<file path="src/rtl/shift_arbiter_pkg.sv">
// Shared types and constants for the shift arbiter and its shifter datapath.
package shift_pkg;

  typedef enum logic [1:0] {
    S_IDLE = 2'd0,
    S_RUN  = 2'd1,
    S_DONE = 2'd2
  } state_e;

  localparam int CTL_RIGHT   = 1;
  localparam int CTL_LOGICAL = 0;
  localparam int SHAMT_W     = 5;

  // Left shifts are always logical: the shifter's arithmetic-left mode fills LSBs with A[31].
  function automatic logic shape_ctl0(input logic [1:0] ctl);
    return ctl[CTL_RIGHT] ? ctl[CTL_LOGICAL] : 1'b1;
  endfunction

endpackage

</file>
<file path="src/rtl/shift_arbiter_if.sv">
// Request/response bundle between the two requesters, the consumer and the arbiter.
// A request transfers on the cycle req_ready[i] is high; req_valid[i] and operands hold until then.
// A response transfers at a clock edge where rsp_valid && rsp_ready; rsp_* hold until then.
interface shift_arbiter_if;
  logic [1:0]  req_valid;
  logic [1:0]  req_ready;
  logic [31:0] req0_a;
  logic [31:0] req0_b;
  logic [1:0]  req0_ctl;
  logic [31:0] req1_a;
  logic [31:0] req1_b;
  logic [1:0]  req1_ctl;
  logic        rsp_valid;
  logic        rsp_ready;
  logic        rsp_id;
  logic [31:0] rsp_data;

  modport slave (
    input  req_valid, req0_a, req0_b, req0_ctl, req1_a, req1_b, req1_ctl, rsp_ready,
    output req_ready, rsp_valid, rsp_id, rsp_data
  );

  modport master (
    output req_valid, req0_a, req0_b, req0_ctl, req1_a, req1_b, req1_ctl, rsp_ready,
    input  req_ready, rsp_valid, rsp_id, rsp_data
  );
endinterface

</file>
<file path="src/rtl/shift_arbiter_shifter.sv">
// Combinational barrel shifter: ctl1=1 right/0 left, ctl0=1 logical/0 arithmetic (fill with A[31]).
module shifter
  import shift_pkg::*;
(
  output logic [31:0] out_o,
  input  logic [31:0] a_i,
  input  logic [31:0] b_i,
  input  logic        ctl0_i,
  input  logic        ctl1_i
);

  logic [SHAMT_W-1:0] shamt;
  logic               oversize;
  logic [31:0]        fill;

  assign shamt    = b_i[SHAMT_W-1:0];
  assign oversize = |b_i[31:SHAMT_W];
  assign fill     = ctl0_i ? 32'h0 : {32{a_i[31]}};

  always_comb begin
    out_o = '0;
    if (oversize) begin
      out_o = fill;
    end else if (ctl1_i) begin
      out_o = ctl0_i ? (a_i >> shamt) : 32'($signed(a_i) >>> shamt);
    end else begin
      out_o = (a_i << shamt) | (~(32'hFFFF_FFFF << shamt) & fill);
    end
  end

endmodule

</file>
<file path="src/rtl/shift_arbiter.sv">
// Round-robin arbiter sharing one shifter between two requesters; operands are held
// registered for SETTLE_CYCLES clocks before the result is captured and returned tagged.
module shift_arbiter
  import shift_pkg::*;
#(
  parameter int unsigned SETTLE_CYCLES = 2
) (
  input  logic            clk,
  input  logic            rst_n,
  shift_arbiter_if.slave  bus,
  output state_e          dbg_state_o
);

  localparam logic [3:0] CNT_LOAD = 4'(SETTLE_CYCLES - 1);

  state_e      state_q, state_d;
  logic [3:0]  cnt_q, cnt_d;
  logic        rr_last_q, rr_last_d;
  logic        grant_q, grant_d;
  logic [1:0]  req_ready_q, req_ready_d;
  logic        rsp_valid_q, rsp_valid_d;
  logic        rsp_id_q, rsp_id_d;
  logic [31:0] rsp_data_q, rsp_data_d;
  logic [31:0] sh_a_q, sh_a_d;
  logic [31:0] sh_b_q, sh_b_d;
  logic        sh_ctl0_q, sh_ctl0_d;
  logic        sh_ctl1_q, sh_ctl1_d;
  logic [31:0] sh_out;

  logic        win;
  logic [31:0] sel_a, sel_b;
  logic [1:0]  sel_ctl;
  logic        unused_b_hi;

  assign unused_b_hi = ^{bus.req0_b[31:SHAMT_W], bus.req1_b[31:SHAMT_W]};

  // A tie goes to the requester that did not win last time.
  assign win     = (bus.req_valid == 2'b11) ? ~rr_last_q : bus.req_valid[1];
  assign sel_a   = win ? bus.req1_a   : bus.req0_a;
  assign sel_b   = win ? bus.req1_b   : bus.req0_b;
  assign sel_ctl = win ? bus.req1_ctl : bus.req0_ctl;

  shifter u_shifter (
    .out_o  (sh_out),
    .a_i    (sh_a_q),
    .b_i    (sh_b_q),
    .ctl0_i (sh_ctl0_q),
    .ctl1_i (sh_ctl1_q)
  );

  always_comb begin
    state_d     = state_q;
    cnt_d       = cnt_q;
    rr_last_d   = rr_last_q;
    grant_d     = grant_q;
    req_ready_d = 2'b00;
    rsp_valid_d = rsp_valid_q;
    rsp_id_d    = rsp_id_q;
    rsp_data_d  = rsp_data_q;
    sh_a_d      = sh_a_q;
    sh_b_d      = sh_b_q;
    sh_ctl0_d   = sh_ctl0_q;
    sh_ctl1_d   = sh_ctl1_q;
    case (state_q)
      S_IDLE: begin
        if (|bus.req_valid) begin
          req_ready_d = win ? 2'b10 : 2'b01;
          sh_a_d      = sel_a;
          sh_b_d      = {27'b0, sel_b[SHAMT_W-1:0]};
          sh_ctl1_d   = sel_ctl[CTL_RIGHT];
          sh_ctl0_d   = shape_ctl0(sel_ctl);
          rr_last_d   = win;
          grant_d     = win;
          cnt_d       = CNT_LOAD;
          state_d     = S_RUN;
        end
      end
      S_RUN: begin
        if (cnt_q == 4'd0) begin
          rsp_data_d  = sh_out;
          rsp_id_d    = grant_q;
          rsp_valid_d = 1'b1;
          state_d     = S_DONE;
        end else begin
          cnt_d = cnt_q - 4'd1;
        end
      end
      S_DONE: begin
        if (bus.rsp_ready) begin
          rsp_valid_d = 1'b0;
          state_d     = S_IDLE;
        end
      end
      default: state_d = S_IDLE;
    endcase
  end

  always_ff @(posedge clk) begin
    if (!rst_n) begin
      state_q     <= S_IDLE;
      cnt_q       <= 4'd0;
      rr_last_q   <= 1'b1;
      grant_q     <= 1'b0;
      req_ready_q <= 2'b00;
      rsp_valid_q <= 1'b0;
      rsp_id_q    <= 1'b0;
      rsp_data_q  <= 32'h0;
      sh_a_q      <= 32'h0;
      sh_b_q      <= 32'h0;
      sh_ctl0_q   <= 1'b0;
      sh_ctl1_q   <= 1'b0;
    end else begin
      state_q     <= state_d;
      cnt_q       <= cnt_d;
      rr_last_q   <= rr_last_d;
      grant_q     <= grant_d;
      req_ready_q <= req_ready_d;
      rsp_valid_q <= rsp_valid_d;
      rsp_id_q    <= rsp_id_d;
      rsp_data_q  <= rsp_data_d;
      sh_a_q      <= sh_a_d;
      sh_b_q      <= sh_b_d;
      sh_ctl0_q   <= sh_ctl0_d;
      sh_ctl1_q   <= sh_ctl1_d;
    end
  end

  assign bus.req_ready = req_ready_q;
  assign bus.rsp_valid = rsp_valid_q;
  assign bus.rsp_id    = rsp_id_q;
  assign bus.rsp_data  = rsp_data_q;
  assign dbg_state_o   = state_q;

endmodule

</file>
<file path="src/flat_wrapper.sv">
// flat-port wrapper written by rule: the top's interface ports become plain ports
module shift_arbiter_flat import shift_pkg::*;
#(
  parameter int unsigned SETTLE_CYCLES = 2
)
  (clk, rst_n, dbg_state_o, bus_req_valid, bus_req0_a, bus_req0_b, bus_req0_ctl, bus_req1_a, bus_req1_b, bus_req1_ctl, bus_rsp_ready, bus_req_ready, bus_rsp_valid, bus_rsp_id, bus_rsp_data);
  shift_arbiter_if bus_i ();
  input  logic clk;
  input  logic rst_n;
  output state_e dbg_state_o;
  input wire logic [$bits(bus_i.req_valid)-1:0] bus_req_valid;
  input wire logic [$bits(bus_i.req0_a)-1:0] bus_req0_a;
  input wire logic [$bits(bus_i.req0_b)-1:0] bus_req0_b;
  input wire logic [$bits(bus_i.req0_ctl)-1:0] bus_req0_ctl;
  input wire logic [$bits(bus_i.req1_a)-1:0] bus_req1_a;
  input wire logic [$bits(bus_i.req1_b)-1:0] bus_req1_b;
  input wire logic [$bits(bus_i.req1_ctl)-1:0] bus_req1_ctl;
  input wire logic [$bits(bus_i.rsp_ready)-1:0] bus_rsp_ready;
  output wire logic [$bits(bus_i.req_ready)-1:0] bus_req_ready;
  output wire logic [$bits(bus_i.rsp_valid)-1:0] bus_rsp_valid;
  output wire logic [$bits(bus_i.rsp_id)-1:0] bus_rsp_id;
  output wire logic [$bits(bus_i.rsp_data)-1:0] bus_rsp_data;
  assign bus_i.req_valid = bus_req_valid;
  assign bus_i.req0_a = bus_req0_a;
  assign bus_i.req0_b = bus_req0_b;
  assign bus_i.req0_ctl = bus_req0_ctl;
  assign bus_i.req1_a = bus_req1_a;
  assign bus_i.req1_b = bus_req1_b;
  assign bus_i.req1_ctl = bus_req1_ctl;
  assign bus_i.rsp_ready = bus_rsp_ready;
  assign bus_req_ready = bus_i.req_ready;
  assign bus_rsp_valid = bus_i.rsp_valid;
  assign bus_rsp_id = bus_i.rsp_id;
  assign bus_rsp_data = bus_i.rsp_data;
  shift_arbiter #(.SETTLE_CYCLES(SETTLE_CYCLES)) u_core (.clk(clk), .rst_n(rst_n), .bus(bus_i), .dbg_state_o(dbg_state_o));
endmodule
</file>
<file path="config.mk">
export PLATFORM = sky130hd
export DESIGN_NAME = shift_arbiter_flat
export DESIGN_NICKNAME = d
export VERILOG_FILES = /design/src/rtl/shift_arbiter_pkg.sv /design/src/rtl/shift_arbiter_if.sv /design/src/rtl/shift_arbiter_shifter.sv /design/src/rtl/shift_arbiter.sv /design/src/flat_wrapper.sv
export SDC_FILE = /design/constraint.sdc
export NUM_CORES = 1
export LEC_CHECK = 0
export BUFFER_PORTS_ARGS = -buffer_cell sky130_fd_sc_hd__buf_2
export CORE_MARGIN = 2
export CORE_UTILIZATION = 30
export CTS_CLUSTER_DIAMETER = 150
export DETAILED_ROUTE_END_ITERATION = 12
export SETUP_SLACK_MARGIN = 0.1
export SLEW_MARGIN = 0
export SYNTH_ARGS = -nofsm -noshare
export SYNTH_HDL_FRONTEND = slang
export SYNTH_HIERARCHICAL = 1
export SYNTH_SLANG_ARGS = --single-unit
</file>
<file path="constraint.sdc">
create_clock -name clk -period 3.25 [get_ports clk]
set_clock_uncertainty 0.05 [all_clocks]
set_input_delay 0.4875 -clock clk [delete_from_list [all_inputs] [get_ports clk]]
set_output_delay 0.4875 -clock clk [all_outputs]
set_load 0.01 [all_outputs]
</file>
==> impl_metrics.toml <==
[cells_and_area]
n_antenna_cell = 0
layout.cells.non_filler = 1518
fin_area_um2 = 9630
nets = 1310
drive_gt1_share_pct = 25.4
syn_to_final_growth_pct = 18.5
utilization_pct = 35.9

[place]
place_inst = 1501
place_ws_ns = 0.233
gp_congestion = 1.08
io_buffers = 120
dpl_cell_area_um2 = 9330
dp_hpwl_mm = 26.7

[die]
die_y_um = 169
dieArea_um2 = 28400
coreArea_um2 = 26800
die_w_um = 169
ioPinCount = 175
rows = 60
start_util_pct = 30.3

[critical_path]
cp_max_fo = 12
crit_path_end_kind = "register"
required_ns = 3.43
arrival_ns = 3.17
worstSetupPathType = "register to register"
worstSetupStartpointType = "register"

[logic_synthesis]
synth_ff_type = "dfxtp_1"
synth_common_cells = "a21oi_1 (85), dfxtp_1 (83), nand2_1 (78), o21ai_0 (69), nor2_1 (66)"
synth_area_um2 = 8130
synth-edff-count = 0
synth.avg_cell_area_um2 = 7.81
synth_cell_types = 86
yosys_warnings = 6
yosys-top-cells-area = "dfxtp_1 (20%), mux2i_1 (7.1%), mux2_2 (5.3%)"
seq_area_frac_synth_pct = 20.4
synth_cells = 1041
yosysMostFrequentCell = "a21oi_1"
synth-seq-cells = 83
yosys.area.top_type_share_pct = 20.4
async_reset_ff_share_pct = 0
yosysTopAreaCell = "dfxtp_1"

[sta]
period_share_pct = 92.1
max_slew_margin_pct = 32.6
fin_ws_ns = 0.258
tightest_slew_ns = 0.986
hold_ws_ns = 0.291
max_freq_mhz = 334
final-setup-viol-count = 0
hold_violations = 0
setup_tns_ns = 0
slew_violations = 0
fin_crit_ns = 2.99
rsz0062_at_grt = "no"

[power]
leakage_nw = 3.71
total_power_mw = 4.70
powerDensity_nw_per_um2 = 488
ir_worst_vdd_v = 0.000270

[cts]
cts_root_buf = "clkbuf_16"
clkLatencyLatePin_ns = 0.37
hold_buffers = 0
cts.reportedPaths.clkPinSlew_ns = 0.07
cts_resized = 0
h-tree-depth = 3
cts_buffers = 9
cts_tree = "yes"
clk_path_buf_depth = 2
cts_setup_buffers = 0
clock-sinks = 83

[global_routing]
track_usage_pct = 24.8
grt_remaining_overflow = 0
antenna_found_initial = 0
grt_pass1_vias = 8865
grt_max_degree = 42
grt_pass1_wl_mm = 54.5

[route]
num_vias = 9414
dr.pass1.iters = 6
drc_errors = 0
avgRoutedWirePerCell_um = 23.6
final_antenna_net_count = 0
drt_iter0_markers = 1206
wirelength_mm = 35.8
post_drt_via_cell_ratio = 6.20

[min_path]
hold_class = "input port to register"

[status]
status = "finished clean"

[flow_run]
maxCapViolations = 0
[critical path, cell delays in order (launching register included)]
cell and delay (ns):
dfxtp_1 0.48, buf_4 0.27, or2_2 0.38, o22ai_1 0.18, a221oi_1 0.07, buf_4 0.20, a2111oi_0 0.89, nor3_1 0.15
nand3_1 0.11, a21oi_1 0.07
[final timing paths]
check,from,endpoint,slack [ns],cells past startpoint
setup / recovery,u_core/sh_b_q[2],u_core/bus.rsp_data[28],0.26,9
setup reg to reg,u_core/sh_b_q[2],u_core/bus.rsp_data[28],0.26,9
hold reg to reg,u_core/bus.rsp_data[30],u_core/bus.rsp_data[30],0.42,2
hold / removal,bus_req1_a[0],u_core/sh_a_q[0],0.29,2
[state kept, by name, summed over array words and instances (netlist names), 2 cells and up]
signal,count
u_core/bus.rsp_data,32
u_core/cnt_q,4
u_core/sh_b_q,5
u_core/dbg_state_o,2
u_core/bus.req_ready,2
u_core/sh_a_q,32
[final cells by class]
class / count / area [um2]
fillers: 2805 / 17200
multi-input cells: 862 / 5940
flip-flops and latches: 83 / 1670
repair buffers: 201 / 1260
well taps: 341 / 427
clock buffers: 10 / 229
inverters: 15 / 58.8
clock inverters: 6 / 48.8
[placed cells by master (no fill, tap or decap), drive strengths merged, types with 11 or more instances in the layout]
master | netlist | layout
o21ai | 74 | 74
a31oi | 14 | 14
mux4 | 11 | 11
a211oi | 23 | 23
a221o | 39 | 39
o211ai | 12 | 12
nand3 | 48 | 48
mux2i | 60 | 60
buf | 63 | 201
mux2 | 43 | 43
a21oi | 85 | 85
o22ai | 22 | 22
nand2 | 78 | 78
nor4b | 37 | 37
a22oi | 20 | 20
nor2 | 66 | 66
inv | 14 | 16
nor3 | 35 | 35
o221ai | 15 | 15
conb | 1 | 34
dfxtp | 83 | 83
[per-layer routing]
| layer | routed length (um) | track usage, % | part of all wire, % |
|---|---|---|---|
| met4 | 2090 | 14.8 | 5.9 |
| met2 | 16100 | 38.9 | 45 |
| met1 | 14900 | 32.4 | 42 |
| met5 | 0 | 0 | 0 |
| met3 | 2680 | 3.51 | 7.5 |
[kinds of logic (layout without fill, tap and decap cells)]
group	count (synthesis)	after routing	synth area share (%)
AND/OR/NAND/NOR	331	331	21.8
adder cells (fa/ha/maj)	1	1	0.154
AO/OA/AOI/OAI	382	382	32.6
flip-flops	83	83	20.4
multiplexers	114	114	16.8
buffers and inverters	129	232	8.14
other	1	34	0.0461
[power breakdown]
part,switching [mW],total (mW),internal [mW]
registers,0.169,1.28,1.11
clock network,0.473,0.998,0.525
logic,1.53,2.43,0.892
total,2.18,4.70,2.52
(Power assumes the default switching activity.)
